File: config.mk
export PLATFORM = sky130hd
export DESIGN_NAME = core_scheduler
export DESIGN_NICKNAME = d
export VERILOG_FILES = /design/src/rtl/core_scheduler.sv
export SDC_FILE = /design/constraint.sdc
export NUM_CORES = 1
export LEC_CHECK = 0
export CAP_MARGIN = 20
export CORE_MARGIN = 10
export CORE_UTILIZATION = 41
export DETAILED_ROUTE_END_ITERATION = 16
export GPL_ROUTABILITY_DRIVEN = 0
export PLACE_DENSITY = 0.81
export SLEW_MARGIN = 40
export SYNTH_ARGS = -nofsm -noshare
export SYNTH_HDL_FRONTEND = slang
export SYNTH_SLANG_ARGS = --single-unit
File: constraint.sdc
create_clock -name clock -period 2.1 [get_ports clock]
set_input_delay 0.42 -clock clock [delete_from_list [all_inputs] [get_ports clock]]
set_output_delay 0.42 -clock clock [all_outputs]
set_load 0.02 [all_outputs]
File: src/rtl/core_scheduler.sv
// Per-core instruction-cycle sequencer: drives core_state for the shared thread datapath,
// gates on fetcher and per-lane LSU completion, and owns the block's shared PC.
module core_scheduler #(
    parameter int THREADS = 4,
    parameter int PC_W    = 8
) (
    input  logic                      clock,
    input  logic                      reset,
    input  logic                      start,
    input  logic [3:0]                thread_count,
    input  logic                      fetch_ready,
    input  logic                      decoded_mem_read,
    input  logic                      decoded_mem_write,
    input  logic                      decoded_ret,
    input  logic [2*THREADS-1:0]      lsu_state,
    input  logic [PC_W*THREADS-1:0]   next_pc,
    output logic [2:0]                core_state,
    output logic [PC_W-1:0]           current_pc,
    output logic                      fetch_req,
    output logic [THREADS-1:0]        thread_enable,
    output logic                      done,
    output logic [15:0]               busy_cycles
);

    typedef enum logic [2:0] {
        S_IDLE    = 3'd0,
        S_FETCH   = 3'd1,
        S_DECODE  = 3'd2,
        S_REQUEST = 3'd3,
        S_WAIT    = 3'd4,
        S_EXECUTE = 3'd5,
        S_UPDATE  = 3'd6,
        S_DONE    = 3'd7
    } state_t;

    state_t             state;
    logic [3:0]         active_lanes;
    logic [THREADS-1:0] launch_mask;
    logic               lanes_settled;
    logic               unused_inputs;

    // WAIT exit depends only on LSU status, so the load/store flags and upper lanes'
    // next_pc carry no decision here.
    assign unused_inputs = ^{decoded_mem_read, decoded_mem_write, next_pc};

    assign core_state = state;

    always_comb begin
        active_lanes = (thread_count > 4'(THREADS)) ? 4'(THREADS) : thread_count;
        launch_mask  = '0;
        for (int unsigned i = 0; i < THREADS; i++) begin
            launch_mask[i] = (i < 32'(active_lanes));
        end
    end

    // A lane blocks WAIT only while its LSU is REQUESTING or WAITING.
    always_comb begin
        lanes_settled = 1'b1;
        for (int unsigned i = 0; i < THREADS; i++) begin
            if (thread_enable[i] &&
                (lsu_state[2*i +: 2] == 2'b01 || lsu_state[2*i +: 2] == 2'b10)) begin
                lanes_settled = 1'b0;
            end
        end
    end

    always_ff @(posedge clock or negedge reset) begin
        if (!reset) begin
            state         <= S_IDLE;
            current_pc    <= '0;
            thread_enable <= '0;
            busy_cycles   <= '0;
            fetch_req     <= 1'b0;
            done          <= 1'b0;
        end else begin
            if (state != S_IDLE && state != S_DONE && busy_cycles != '1) begin
                busy_cycles <= busy_cycles + 16'd1;
            end
            case (state)
                S_IDLE: begin
                    if (start) begin
                        if (active_lanes == 4'd0) begin
                            state <= S_DONE;
                            done  <= 1'b1;
                        end else begin
                            thread_enable <= launch_mask;
                            current_pc    <= '0;
                            busy_cycles   <= '0;
                            state         <= S_FETCH;
                            fetch_req     <= 1'b1;
                        end
                    end
                end
                S_FETCH: begin
                    if (fetch_ready) begin
                        state     <= S_DECODE;
                        fetch_req <= 1'b0;
                    end
                end
                S_DECODE:  state <= S_REQUEST;
                S_REQUEST: state <= S_WAIT;
                S_WAIT: begin
                    if (lanes_settled) begin
                        state <= S_EXECUTE;
                    end
                end
                S_EXECUTE: state <= S_UPDATE;
                S_UPDATE: begin
                    if (decoded_ret) begin
                        state <= S_DONE;
                        done  <= 1'b1;
                    end else begin
                        current_pc <= next_pc[PC_W-1:0];
                        state      <= S_FETCH;
                        fetch_req  <= 1'b1;
                    end
                end
                S_DONE: begin
                    if (!start) begin
                        state <= S_IDLE;
                        done  <= 1'b0;
                    end
                end
                default: state <= S_IDLE;
            endcase
        end
    end

endmodule

==> results.toml <==
[timing]
worst_slack_ns = 0.122
worst_slew_pin_slew_ns = 0.662
slew_headroom = 0.557
rsz0062_at_grt = "false"
hold_viol = 0
hold_ws_ns = 0.487
fin_crit_sh = 0.942
slew_violations = 0
setup-violations-final = 0
fmax_mhz = 506
skew_ns = 0.00111
period_needed_ns = 1.98

[yosys]
synth.distinct_cells = 40
synth_edf_count = 0
syn-num-nets = 235
synthCells = 183
syn-cell-area_um2 = 1750
synthFlopType = "dfrtp_1"
yosysWarnings = 0
synth.yosys.seq_area_share = 0.473
syn_avg_cell_area_um2 = 9.54
ys_ff_latch = 33
async_reset_ff_frac = 1.00

[clocking]
postCtsSetupBuffers = 0
cts_tree = "done"
htree_levels = 2
numCtsBuffers = 5
cts_root_buf = "clkbuf_8"
clk_pin_slew_ns = 0.06
insertion_delay_ns = 0.28
cts.sinks = 33
cts_buffer_depth = 2

[grt]
grt_antenna_before_repair = 0
grt_pass1_wl_mm = 7.53
use_met3 = 0.0526
top_usage_layer = "met2"
grt_pass1_vias = 1574
met2_usage = 0.198
overflow = 0
grt_max_degree = 34
grt.total_usage = 0.123
grt.met1_usage = 0.144

[final_layout]
nets = 297
antenna_cells = 0
final_common_cell = "clkdlybuf4s50_1"
final_cell_mix = "clkdlybuf4s50_1 (57), nand2_1 (37), dfrtp_1 (32)"
fill_cells = 365
area_delta_synth_final_pct = 41.8
drive_above_1_share = 0.0776

[power_and_ir_drop]
p_total_mw = 3.50
irDropWorstVdd_mv = 0.790
leakagePower_nw = 1.06
powerDensity_nw_per_um2 = 1410

[critical_path]
cpLargestDelayFamily = "buffers and inverters"
cp_max_fo = 14
crit_chain = "clkdlybuf4s50_1"
critical_path_class = "flop to output port"
arrival_ns = 1.56
endpoint_kind = "output port"
cp_slowest_cell = "clkdlybuf4s50_1"
worst-path-buf-inv = 1
crit_required_ns = 1.68
worst_path_largest_cell_delay_ns = 0.69
start_kind = "flop"

[route]
routedWlPerCell_um = 14.8
routed_wl_mm = 4.37
drtIter0Drc = 64
drc = 0
num_vias = 1532
antenna_left = 0
drt_first_pass_iters = 4
vias_per_cell = 5.19

[floorplan]
rows = 23
core_um2 = 4060
fp.dieArea_um2 = 7270
pin_count = 84
dieWidth_um = 85.3
die_y_um = 85.3
initial_utilization = 0.430

[job]
drv_cap = 0

[worst_hold_path]
hp-class = "flop to flop"

[placement]
portBuffers = 57
post-place-ws_ns = -0.0297
post-dp-hpwl_mm = 3.29

[status]
outcome = "completed"
sequential cells by signal (all words and copies together) (netlist names):
register	flops
busy_cycles	16
current_pc	8
thread_enable	4
core_state	3
done	1
fetch_req	1
cell families after synthesis:
group	after synthesis	synth area share
xor gates and xnor gates	11	0.0552
DFF	33	0.473
buffers and inverters	10	0.0294
muxes	9	0.0516
adders and majority gates	1	0.00716
and+or+nand+nor	85	0.240
AOI/OAI and AO/OA	34	0.144
area by class of cell:
cell class / instances / area, um^2 / share of cell area
clock buffer: 7 / 86.3 / 0.0348
inverter: 3 / 11.3 / 0.00455
multi-input combinational: 140 / 870 / 0.351
sequential: 33 / 827 / 0.334
tap: 50 / 62.6 / 0.0253
timing repair buffer: 62 / 621 / 0.251
Yosys cell counts (all sizes together), types with 3 or more instances:
cell type	instances	share of area
and4	3	0.018
inv	3	0.0064
a211oi	4	0.017
a21oi	3	0.015
o21ai	14	0.040
xnor2	7	0.035
nand2	37	0.080
nand4	7	0.025
buf	6	0.021
and3	4	0.014
dfrtp	33	0.47
xor2	4	0.020
mux2i	9	0.052
nor4	4	0.025
nor3	5	0.014
nand2b	3	0.011
nor2	17	0.037
where the power goes:
part	internal [mW]	switching (mW)
clock network	0.260	0.211
logic	0.854	0.892
registers	0.926	0.360
per-layer routing:
metal / vias up / share of wire
met5: - / 0
met4: 0 / 0.014
met3: 4 / 0.075
met2: 34 / 0.48
met1: 718 / 0.43
li1: 776 / -
through the flow:
stage,setup TNS (ns),std cells,utilization,area [um^2]
2_1_floorplan,0,183,-,1750
3_3_place_gp,0,288,0.589,2390
3_5_place_dp,-0.0297,288,0.589,2390
4_1_cts,0,295,0.610,2480
5_1_grt,0,295,0.611,2480
6_report,0,295,0.611,2480
worst paths after layout:
| path | cells past startpoint | startpoint | end | slack (ns) |
|---|---|---|---|---|
| max in group asynchronous | 2 | reset | core_state[0]$_DFFE_PN0P_ | 1.23 |
| worst min register to register | 1 | busy_cycles[6]$_DFF_PN0_ | busy_cycles[6]$_DFF_PN0_ | 0.49 |
| worst max register to register | 6 | busy_cycles[0]$_DFF_PN0_ | busy_cycles[13]$_DFF_PN0_ | 0.22 |
| min in group asynchronous | 2 | reset | busy_cycles[7]$_DFF_PN0_ | 0.54 |
| worst max-delay path | 1 | core_state[1]$_DFFE_PN0P_ | core_state[1] | 0.12 |
| worst min-delay path | 1 | busy_cycles[6]$_DFF_PN0_ | busy_cycles[6]$_DFF_PN0_ | 0.49 |
timing repair:
action	4_1_cts	5_1_grt
hold buffers	0	0
endpoints found under the setup margin	0	1
gates resized for setup	0	1
No activity file was read; power rests on OpenSTA's default activity.
